==> config.mk <==
export PLATFORM = sky130hd
export DESIGN_NAME = core_seq_ctrl
export DESIGN_NICKNAME = d
export VERILOG_FILES = /design/src/rtl/core_pkg.sv /design/src/rtl/mem_wdog.sv /design/src/rtl/core_seq_ctrl.sv
export SDC_FILE = /design/constraint.sdc
export NUM_CORES = 1
export LEC_CHECK = 0
export CAP_MARGIN = 5
export CORE_UTILIZATION = 45
export CTS_CLUSTER_DIAMETER = 120
export DETAILED_ROUTE_END_ITERATION = 7
export GPL_TIMING_DRIVEN = 0
export PLACE_DENSITY = 0.74
export REMOVE_ABC_BUFFERS = 1
export SLEW_MARGIN = 20
export SYNTH_ARGS = -nofsm -noshare
export SYNTH_HDL_FRONTEND = slang
export SYNTH_SLANG_ARGS = --single-unit
==> constraint.sdc <==
create_clock -name clk -period 1.9 [get_ports clk]
set_input_delay 0.285 -clock clk [delete_from_list [all_inputs] [get_ports clk]]
set_output_delay 0.285 -clock clk [all_outputs]
set_load 0.005 [all_outputs]
==> src/rtl/core_pkg.sv <==
// core_pkg: shared types and opcode constants for the RV32-subset multi-cycle core.
`default_nettype none

package core_pkg;

  typedef enum logic [2:0] {
    ST_IDLE   = 3'd0,
    ST_FETCH  = 3'd1,
    ST_DECODE = 3'd2,
    ST_EXEC   = 3'd3,
    ST_MEM    = 3'd4,
    ST_WB     = 3'd5,
    ST_TRAP   = 3'd6
  } state_t;

  typedef enum logic [2:0] {
    CL_ALU_I = 3'd0,
    CL_ALU_R = 3'd1,
    CL_LUI   = 3'd2,
    CL_LOAD  = 3'd3,
    CL_STORE = 3'd4,
    CL_JALR  = 3'd5
  } op_class_t;

  typedef enum logic [1:0] {
    WB_ALU = 2'b00,
    WB_MEM = 2'b01,
    WB_PC4 = 2'b10,
    WB_IMM = 2'b11
  } wb_sel_t;

  typedef enum logic {
    PC_PLUS4 = 1'b0,
    PC_ALU   = 1'b1
  } pc_sel_t;

  localparam logic [6:0] OPC_OP_IMM = 7'b0010011;
  localparam logic [6:0] OPC_OP     = 7'b0110011;
  localparam logic [6:0] OPC_LUI    = 7'b0110111;
  localparam logic [6:0] OPC_LOAD   = 7'b0000011;
  localparam logic [6:0] OPC_STORE  = 7'b0100011;
  localparam logic [6:0] OPC_JALR   = 7'b1100111;

  typedef struct packed {
    logic      legal;
    op_class_t cls;
  } dec_t;

  function automatic dec_t classify(input logic [6:0] opc);
    dec_t d;
    d.legal = 1'b1;
    d.cls   = CL_ALU_I;
    case (opc)
      OPC_OP_IMM: d.cls = CL_ALU_I;
      OPC_OP:     d.cls = CL_ALU_R;
      OPC_LUI:    d.cls = CL_LUI;
      OPC_LOAD:   d.cls = CL_LOAD;
      OPC_STORE:  d.cls = CL_STORE;
      OPC_JALR:   d.cls = CL_JALR;
      default:    d.legal = 1'b0;
    endcase
    return d;
  endfunction

endpackage

`default_nettype wire

==> src/rtl/mem_wdog.sv <==
// mem_wdog: counts stalled memory-request cycles; flags the cycle that would reach MEM_TIMEOUT.
`default_nettype none

module mem_wdog #(
  parameter int MEM_TIMEOUT = 16
) (
  input  logic clk,
  input  logic rst_n,
  input  logic i_clr,
  input  logic i_cnt,
  output logic o_at_limit
);

  generate
    if (MEM_TIMEOUT > 0) begin : g_wdog_on
      localparam int CW = (MEM_TIMEOUT < 2) ? 1 : $clog2(MEM_TIMEOUT);
      localparam logic [CW-1:0] C_LIMIT = CW'(MEM_TIMEOUT - 1);

      logic [CW-1:0] r_cnt;

      always_ff @(posedge clk or negedge rst_n) begin
        if (!rst_n) begin
          r_cnt <= '0;
        end else if (i_clr) begin
          r_cnt <= '0;
        end else if (i_cnt) begin
          r_cnt <= r_cnt + CW'(1);
        end
      end

      // Registered compare: a stall in this cycle would be the MEM_TIMEOUT-th one.
      assign o_at_limit = (r_cnt == C_LIMIT);
    end else begin : g_wdog_off
      assign o_at_limit = 1'b0;
    end
  endgenerate

endmodule

`default_nettype wire

==> src/rtl/core_seq_ctrl.sv <==
// core_seq_ctrl: multi-cycle fetch/decode/execute/memory/writeback sequencer with
// shared memory-port arbitration, sticky trap and retired-instruction counter.
`default_nettype none

module core_seq_ctrl
  import core_pkg::*;
#(
  parameter int MEM_TIMEOUT = 16,
  parameter int CNT_W       = 32
) (
  input  logic             clk,
  input  logic             rst_n,
  input  logic             run,
  input  logic [6:0]       opcode,
  input  logic             dec_wen,
  input  logic             mem_ready,
  output logic             mem_req,
  output logic             mem_we,
  output logic             mem_sel_d,
  output logic             ir_en,
  output logic             pc_en,
  output logic             pc_sel,
  output logic             alu_src_imm,
  output logic             rf_wen,
  output logic [1:0]       wb_sel,
  output logic             busy,
  output logic             trap,
  output logic             timeout_err,
  output logic [CNT_W-1:0] retired
);

  state_t           r_state;
  state_t           w_next;
  op_class_t        r_class;
  logic             r_timeout_err;
  logic [CNT_W-1:0] r_retired;

  dec_t             w_dec;
  wb_sel_t          w_wb_sel;
  pc_sel_t          w_pc_sel;
  logic             w_retire;
  logic             w_wd_trip;
  logic             w_at_limit;
  logic             w_is_mem_op;

  assign w_dec       = classify(opcode);
  assign w_is_mem_op = (r_class == CL_LOAD) || (r_class == CL_STORE);

  mem_wdog #(
    .MEM_TIMEOUT(MEM_TIMEOUT)
  ) u_wdog (
    .clk       (clk),
    .rst_n     (rst_n),
    .i_clr     (w_next != r_state),
    .i_cnt     (mem_req && !mem_ready),
    .o_at_limit(w_at_limit)
  );

  always_ff @(posedge clk or negedge rst_n) begin
    if (!rst_n) begin
      r_state       <= ST_IDLE;
      r_class       <= CL_ALU_I;
      r_timeout_err <= 1'b0;
      r_retired     <= '0;
    end else begin
      r_state <= w_next;
      if (r_state == ST_DECODE) begin
        r_class <= w_dec.cls;
      end
      if (w_wd_trip) begin
        r_timeout_err <= 1'b1;
      end
      if (w_retire) begin
        r_retired <= r_retired + CNT_W'(1);
      end
    end
  end

  always_comb begin
    w_next      = r_state;
    mem_req     = 1'b0;
    mem_we      = 1'b0;
    mem_sel_d   = 1'b0;
    ir_en       = 1'b0;
    pc_en       = 1'b0;
    w_pc_sel    = PC_PLUS4;
    alu_src_imm = 1'b0;
    rf_wen      = 1'b0;
    w_wb_sel    = WB_ALU;
    w_retire    = 1'b0;
    w_wd_trip   = 1'b0;

    unique case (r_state)
      ST_IDLE: begin
        if (run) w_next = ST_FETCH;
      end
      ST_FETCH: begin
        mem_req = 1'b1;
        if (mem_ready) begin
          ir_en  = 1'b1;
          w_next = ST_DECODE;
        end else if (w_at_limit) begin
          w_wd_trip = 1'b1;
          w_next    = ST_TRAP;
        end
      end
      ST_DECODE: begin
        w_next = w_dec.legal ? ST_EXEC : ST_TRAP;
      end
      ST_EXEC: begin
        alu_src_imm = (r_class != CL_ALU_R);
        w_next      = w_is_mem_op ? ST_MEM : ST_WB;
      end
      ST_MEM: begin
        // Operand select held so the ALU-computed address stays stable while stalled.
        alu_src_imm = 1'b1;
        mem_req     = 1'b1;
        mem_sel_d   = 1'b1;
        mem_we      = (r_class == CL_STORE);
        if (mem_ready) begin
          if (r_class == CL_STORE) begin
            pc_en    = 1'b1;
            w_retire = 1'b1;
            w_next   = run ? ST_FETCH : ST_IDLE;
          end else begin
            w_next = ST_WB;
          end
        end else if (w_at_limit) begin
          w_wd_trip = 1'b1;
          w_next    = ST_TRAP;
        end
      end
      ST_WB: begin
        alu_src_imm = (r_class != CL_ALU_R);
        rf_wen      = dec_wen;
        pc_en       = 1'b1;
        w_retire    = 1'b1;
        case (r_class)
          CL_LOAD: w_wb_sel = WB_MEM;
          CL_JALR: w_wb_sel = WB_PC4;
          CL_LUI:  w_wb_sel = WB_IMM;
          default: w_wb_sel = WB_ALU;
        endcase
        w_pc_sel = (r_class == CL_JALR) ? PC_ALU : PC_PLUS4;
        w_next   = run ? ST_FETCH : ST_IDLE;
      end
      ST_TRAP: begin
        w_next = ST_TRAP;
      end
      default: begin
        w_next = ST_IDLE;
      end
    endcase
  end

  assign wb_sel      = w_wb_sel;
  assign pc_sel      = w_pc_sel;
  assign busy        = (r_state != ST_IDLE) && (r_state != ST_TRAP);
  assign trap        = (r_state == ST_TRAP);
  assign timeout_err = r_timeout_err;
  assign retired     = r_retired;

endmodule

`default_nettype wire

Yosys cells after proc, flatten, opt, wreduce, memory -nomap -nowiden
Index checks and enable logic that the tools add are counted.
{ "totals": {"ff_bits": 43, "output_inout_bits": 45, "word_cells": 67, "input_bits": 12} }
{ "classes": {"reduce_logical": 10, "n_eq_ne": 20, "add_sub_neg": 2, "mux": 30} }
{ "op_table": {"columns": ["op", "n"], "rows": [
  ["$add 32x1->32 const B", 1],
  ["$eq 7x6->1 const B", 3],
  ["$pmux 3 s7", 1],
  ["$mux 3", 6],
  ["$mux 1", 16],
  ["$eq 3x3->1 const B", 5],
  ["$pmux 3 s5", 1],
  ["$eq 3x2->1 const B", 4],
  ["$mux 4", 2],
  ["$eq 7x2->1 const B", 1],
  ["$eq 7x5->1 const B", 1],
  ["$eq 7x7->1 const B", 1],
  ["$pmux 2 s3", 1],
  ["$reduce_or 6->1", 1],
  ["$add 4x1->4 const B", 1],
  ["$eq 4x4->1 const B", 1],
  ["$pmux 1 s2", 2],
  ["$reduce_or 2->1", 2],
  ["$eq 3x1->1 const B", 1],
  ["$logic_not 3->1", 1],
  ["$ne 3x1->1 const B", 1],
  ["$ne 3x3->1", 1],
  ["$ne 3x3->1 const B", 1],
  ["$reduce_bool 3->1", 1],
  ["other kinds (5)", 6]
]} }

Longest topological paths before layout
{ "logic_depth": {"word_depth": 7, "depth_mapped": 7, "mapped_depth_nobuf": 6} }

Hierarchy
Synthesis repeated with hierarchy kept, for this count alone.
{ "hier_totals": {"hier_cells": 250, "area_unflattened_um2": 2497.4} }
{ "by_module_without_submodules": {"columns": ["module", "seq_area_each_um2", "area_per_inst_um2", "cells_per_inst", "instances"], "rows": [
  ["core_seq_ctrl", 975.9, 2298.5, 233, 1],
  ["mem_wdog", 100.1, 198.9, 17, 1]
]} }

Worst setup path after synthesis
Ideal clock, no wire load.
{ "synth_timing": {"path_kind": "register -> register", "from": "register r_class[1]", "to": "register r_retired[25], in the netlist retired[25]", "setup_slack_ns": 0.278, "stages_incl_launch_ff": 6, "n_path_buf": 0, "setup_time_ns": 0.124, "arrival_ns": 1.497, "required_ns": 1.776, "period_less_slack_ns": 1.622, "path_cell_list": "dfrtp_1 > and4bb_4 > o21ai_4 > nor4_4 > nand3_1 > xnor2_1"} }
{ "synth_between": {"elab_chain_cells": 4} }
{ "synth_lines": {"columns": ["item", "line", "rtl"], "rows": [
  ["start: declaration", "core_seq_ctrl.sv:34", "op_class_t r_class;"],
  ["start signal: assignment", "core_seq_ctrl.sv:68", "r_class <= w_dec.cls;"],
  ["$eq 3x3->1", "core_seq_ctrl.sv:121", "if (r_class == CL_STORE) begin"],
  ["$mux 1", "core_seq_ctrl.sv:121", null],
  ["$mux 1", "core_seq_ctrl.sv:120", "if (mem_ready) begin"],
  ["$pmux 1 s2", "core_seq_ctrl.sv:93", "unique case (r_state)"],
  ["end signal: assignment", "core_seq_ctrl.sv:74", "r_retired <= r_retired + CNT_W'(1);"],
  ["end: declaration", "core_seq_ctrl.sv:36", "logic [CNT_W-1:0] r_retired;"]
]} }
Every way passes these cells.
A chain may end at the register's enable or synchronous reset.

Worst setup path in the final report
{ "layout_timing": {"from": "register r_class[0]", "to": "register r_retired[29], in the netlist retired[29]"} }
Same word-level chain as after synthesis.

==> results.py <==
metrics = {
    "yosys": {
        "synth_ff_type": "dfrtp_1",
        "synth_area_um2": 2313,
        "synth_cells": 237,
        "ys_seq_area_frac": 0.4651,
        "synth.distinct_cells": 44,
        "avgSynthCellArea_um2": 9.761,
        "yosysWarnings": 0,
        "ys_ff_latch": 43,
        "synth_edf_count": 0,
        "async_flop_share": 1.000,
    },
    "pwr": {
        "p_leak_nw": 1.544,
        "p_per_area_nw_per_um2": 949.6,
        "p_int_mw": 2.065,
        "clock_power_share": 0.186,
        "p_total_mw": 3.220,
        "power_switching_mw": 1.154,
        "p_seq_frac": 0.353,
        "switching_share": 0.3585,
        "ir_drop_mv": 0.6767,
        "comb_power_share": 0.461,
    },
    "clock_tree": {
        "cts_max_path_buffers": 2,
        "numCtsBuffers": 5,
        "clkLatencyLatePin_ns": 0.31,
        "ctsRootBufferMaster": "clkbuf_8",
        "cts_tree": "yes",
        "h-tree-depth": 2,
        "cts_sinks": 43,
        "path_clk_slew_ns": 0.09,
    },
    "outcome": {
        "status": "completed",
    },
    "setup_path": {
        "required_ns": 2.10,
        "cp_cell_sequence": "buf_6, and4bb_4, o21ai_4, buf_6, nor4_4, buf_4, nand3_1, xnor2_1",
        "cp_common_cell": "buf_6",
        "cp-end-kind": "flip-flop",
        "cp_slowest_cell": "dfrtp_1",
        "arrival_ns": 2.05,
        "slowest_delay_ns": 0.42,
        "worst-path-max-fanout": 6,
        "start_kind": "flip-flop",
        "worstSetupPathType": "flip-flop to flip-flop",
    },
    "die": {
        "die_w_um": 73.70,
        "die_y_um": 73.70,
        "io_pins": 57,
        "start_util": 0.4772,
        "die_area_um2": 5432,
        "coreArea_um2": 4848,
        "core.rowCount": 25,
    },
    "place": {
        "gp_congestion": 0.8201,
        "dp_hpwl_um": 3644,
        "io_buffers": 56,
        "place_ws_ns": -0.4899,
        "dp_cells": 355,
        "place_area_um2": 2945,
    },
    "sta": {
        "maxSlewViolCount": 0,
        "finalCritPeriodShare": 0.9723,
        "fin_ws_ns": 0.05269,
        "max_slew_margin": 0.7188,
        "final-setup-viol-count": 0,
        "rsz0062_at_grt": "true",
        "max_freq_mhz": 541.3,
        "hold_ws_ns": 0.4366,
        "hold_viol": 0,
        "tightest_slew_ns": 0.4211,
        "min_period_ns": 1.847,
        "fin_skew_ns": 0.009971,
    },
    "drt": {
        "firstDrtPassIters": 4,
        "viasPerCell": 5.325,
        "drtIter0Drc": 105,
        "routedWlPerCell_um": 14.41,
        "vias": 2098,
        "drc_errors": 0,
        "finalWirelength_um": 5679,
        "ant_nets": 0,
    },
    "final_layout": {
        "fin_cells": 394,
        "area_delta_synth_final_pct": 46.57,
        "multi_input_area_um2": 1294,
        "seq_area_um2": 1082,
        "post-route-cell-area_um2": 3391,
        "nets": 340,
        "diodes": 0,
        "drive_above_1_share": 0.2171,
        "fillCellCount": 377,
    },
    "global_route": {
        "grt_max_degree": 29,
        "grtUsageTotal": 0.2150,
        "first_global_vias": 1988,
        "grt_pass1_wl_um": 8949,
        "gr-total-overflow": 0,
        "antenna_found_initial": 0,
    },
    "flow_run": {
        "drv_cap": 0,
    },
    "worst_hold_path": {
        "holdCritPathClass": "input port to asynchronous set/reset pin",
    },
}
## registers in the layout (all words and copies together) (netlist names)
| signal | cells |
|---|---|
| r_class | 3 |
| r_state | 3 |
| retired | 32 |
| timeout_err | 1 |
| u_wdog.g_wdog_on.r_cnt | 4 |
## layer usage
| layer | global-route usage | share of wire | vias up |
|---|---|---|---|
| li1 | - | - | 1006 |
| met1 | 0.2659 | 0.43 | 1025 |
| met2 | 0.3660 | 0.51 | 55 |
| met3 | 0.03704 | 0.036 | 12 |
| met4 | 0.09615 | 0.024 | 0 |
| met5 | 0 | 0 | - |
## final cells by class
type                            instances  share of cell area
Timing Repair Buffer                   88              0.2413
Inverter                                5            0.005535
Multi-Input combinational cell        183              0.3815
Clock inverter                          3            0.007380
Sequential cell                        43              0.3192
Tap cell                               67             0.02472
Clock buffer                            5             0.02030
## cell usage after synthesis (2+ instances only)
| cell type | n | share of area |
|---|---|---|
| nand4_1 | 6 | 0.016 |
| nor3_1 | 2 | 0.0043 |
| inv_1 | 5 | 0.0081 |
| nor2_1 | 21 | 0.034 |
| nor2b_1 | 2 | 0.0054 |
| and3_1 | 13 | 0.035 |
| dfrtp_1 | 43 | 0.47 |
| and2_1 | 3 | 0.0081 |
| nand3b_1 | 3 | 0.0097 |
| o22ai_1 | 2 | 0.0054 |
| xor2_1 | 8 | 0.030 |
| nand3_1 | 17 | 0.037 |
| nor3b_1 | 3 | 0.0097 |
| xnor2_1 | 28 | 0.11 |
| and4_1 | 2 | 0.0076 |
| nor4_2 | 2 | 0.011 |
| o21ai_0 | 5 | 0.011 |
| buf_2 | 4 | 0.0087 |
| nand2b_1 | 5 | 0.014 |
| o31ai_1 | 4 | 0.013 |
| nand2_1 | 29 | 0.047 |
| ha_1 | 2 | 0.011 |
| a21oi_1 | 7 | 0.015 |
## logic make-up after synthesis
kind of cell	synth area share
fa+ha+maj	0.01081
xor+xnor	0.1363
simple gates	0.2726
flops	0.4651
buf+inv	0.02001
compound gates	0.09086
mux	0.004327
## what timing repair did
| item | in CTS | in global routing |
|---|---|---|
| pin swaps | 6 | 7 |
| hold endpoints to repair | 15 | 0 |
| setup buffers | 26 | 4 |
| cloned | 0 | 0 |
| endpoints found under the setup margin | 42 | 21 |
| resized for setup | 33 | 13 |
| hold buffers | 1 | 0 |
## path summary, 6_finish.rpt
check / from / end / slack [ns] / depth (start not counted)
setup / recovery: r_class[0]$_DFFE_PN0N_ / retired[29]$_DFFE_PN0P_ / 0.05 / 8
hold / removal: rst_n / retired[9]$_DFFE_PN0P_ / 0.44 / 2
setup reg to reg: r_class[0]$_DFFE_PN0N_ / retired[29]$_DFFE_PN0P_ / 0.05 / 8
hold reg to reg: timeout_err$_DFFE_PN0P_ / timeout_err$_DFFE_PN0P_ / 0.46 / 1
max in group asynchronous: rst_n / r_state[0]$_DFF_PN0_ / 0.98 / 3
min in group clk: timeout_err$_DFFE_PN0P_ / timeout_err$_DFFE_PN0P_ / 0.46 / 1
## cells in the final DEF, fill, tap and decap left out, drive strengths merged, types with 3 or more instances in the layout
cell            n
nor4            3
nor3            3
nand2b          5
dlygate4sd2    12
nand3b          3
clkbuf          5
nor3b           3
and2            3
o31ai           4
nand4           6
nand3          17
xor2            8
a21oi           7
o21ai           7
and3           13
nand2          29
clkdlybuf4s50  42
buf            33
dfrtp          43
nor2           21
xnor2          28
inv             5
## worst max-delay path, delay by kind of cell, from the launching register on
family | cells | cell delay [ns]
and+or+nand+nor | 3 | 0.65
buffers and inverters | 3 | 0.46
DFF | 1 | 0.42
xor gates and xnor gates | 1 | 0.14
AOI/OAI and AO/OA | 1 | 0.09
## through the flow
step,TNS (ns),utilization
2_1_floorplan,0,-
3_3_place_gp,-32.47,0.6044
3_5_place_dp,-9.581,0.6075
4_1_cts,-0.03038,0.6810
5_1_grt,-0.08929,0.6994
6_report,0,0.6994
## power groups by stage
stage | registers [mW] | clock network [mW] | logic (mW)
after global placement | 1.23 | 0 | 0.920
after global routing | 1.15 | 0.642 | 1.60
after floorplan | 1.19 | 0 | 0.525
after detailed placement | 1.23 | 0 | 0.934
final | 1.14 | 0.598 | 1.49
after CTS | 1.13 | 0.604 | 1.39
No activity file was read; power rests on OpenSTA's default activity.
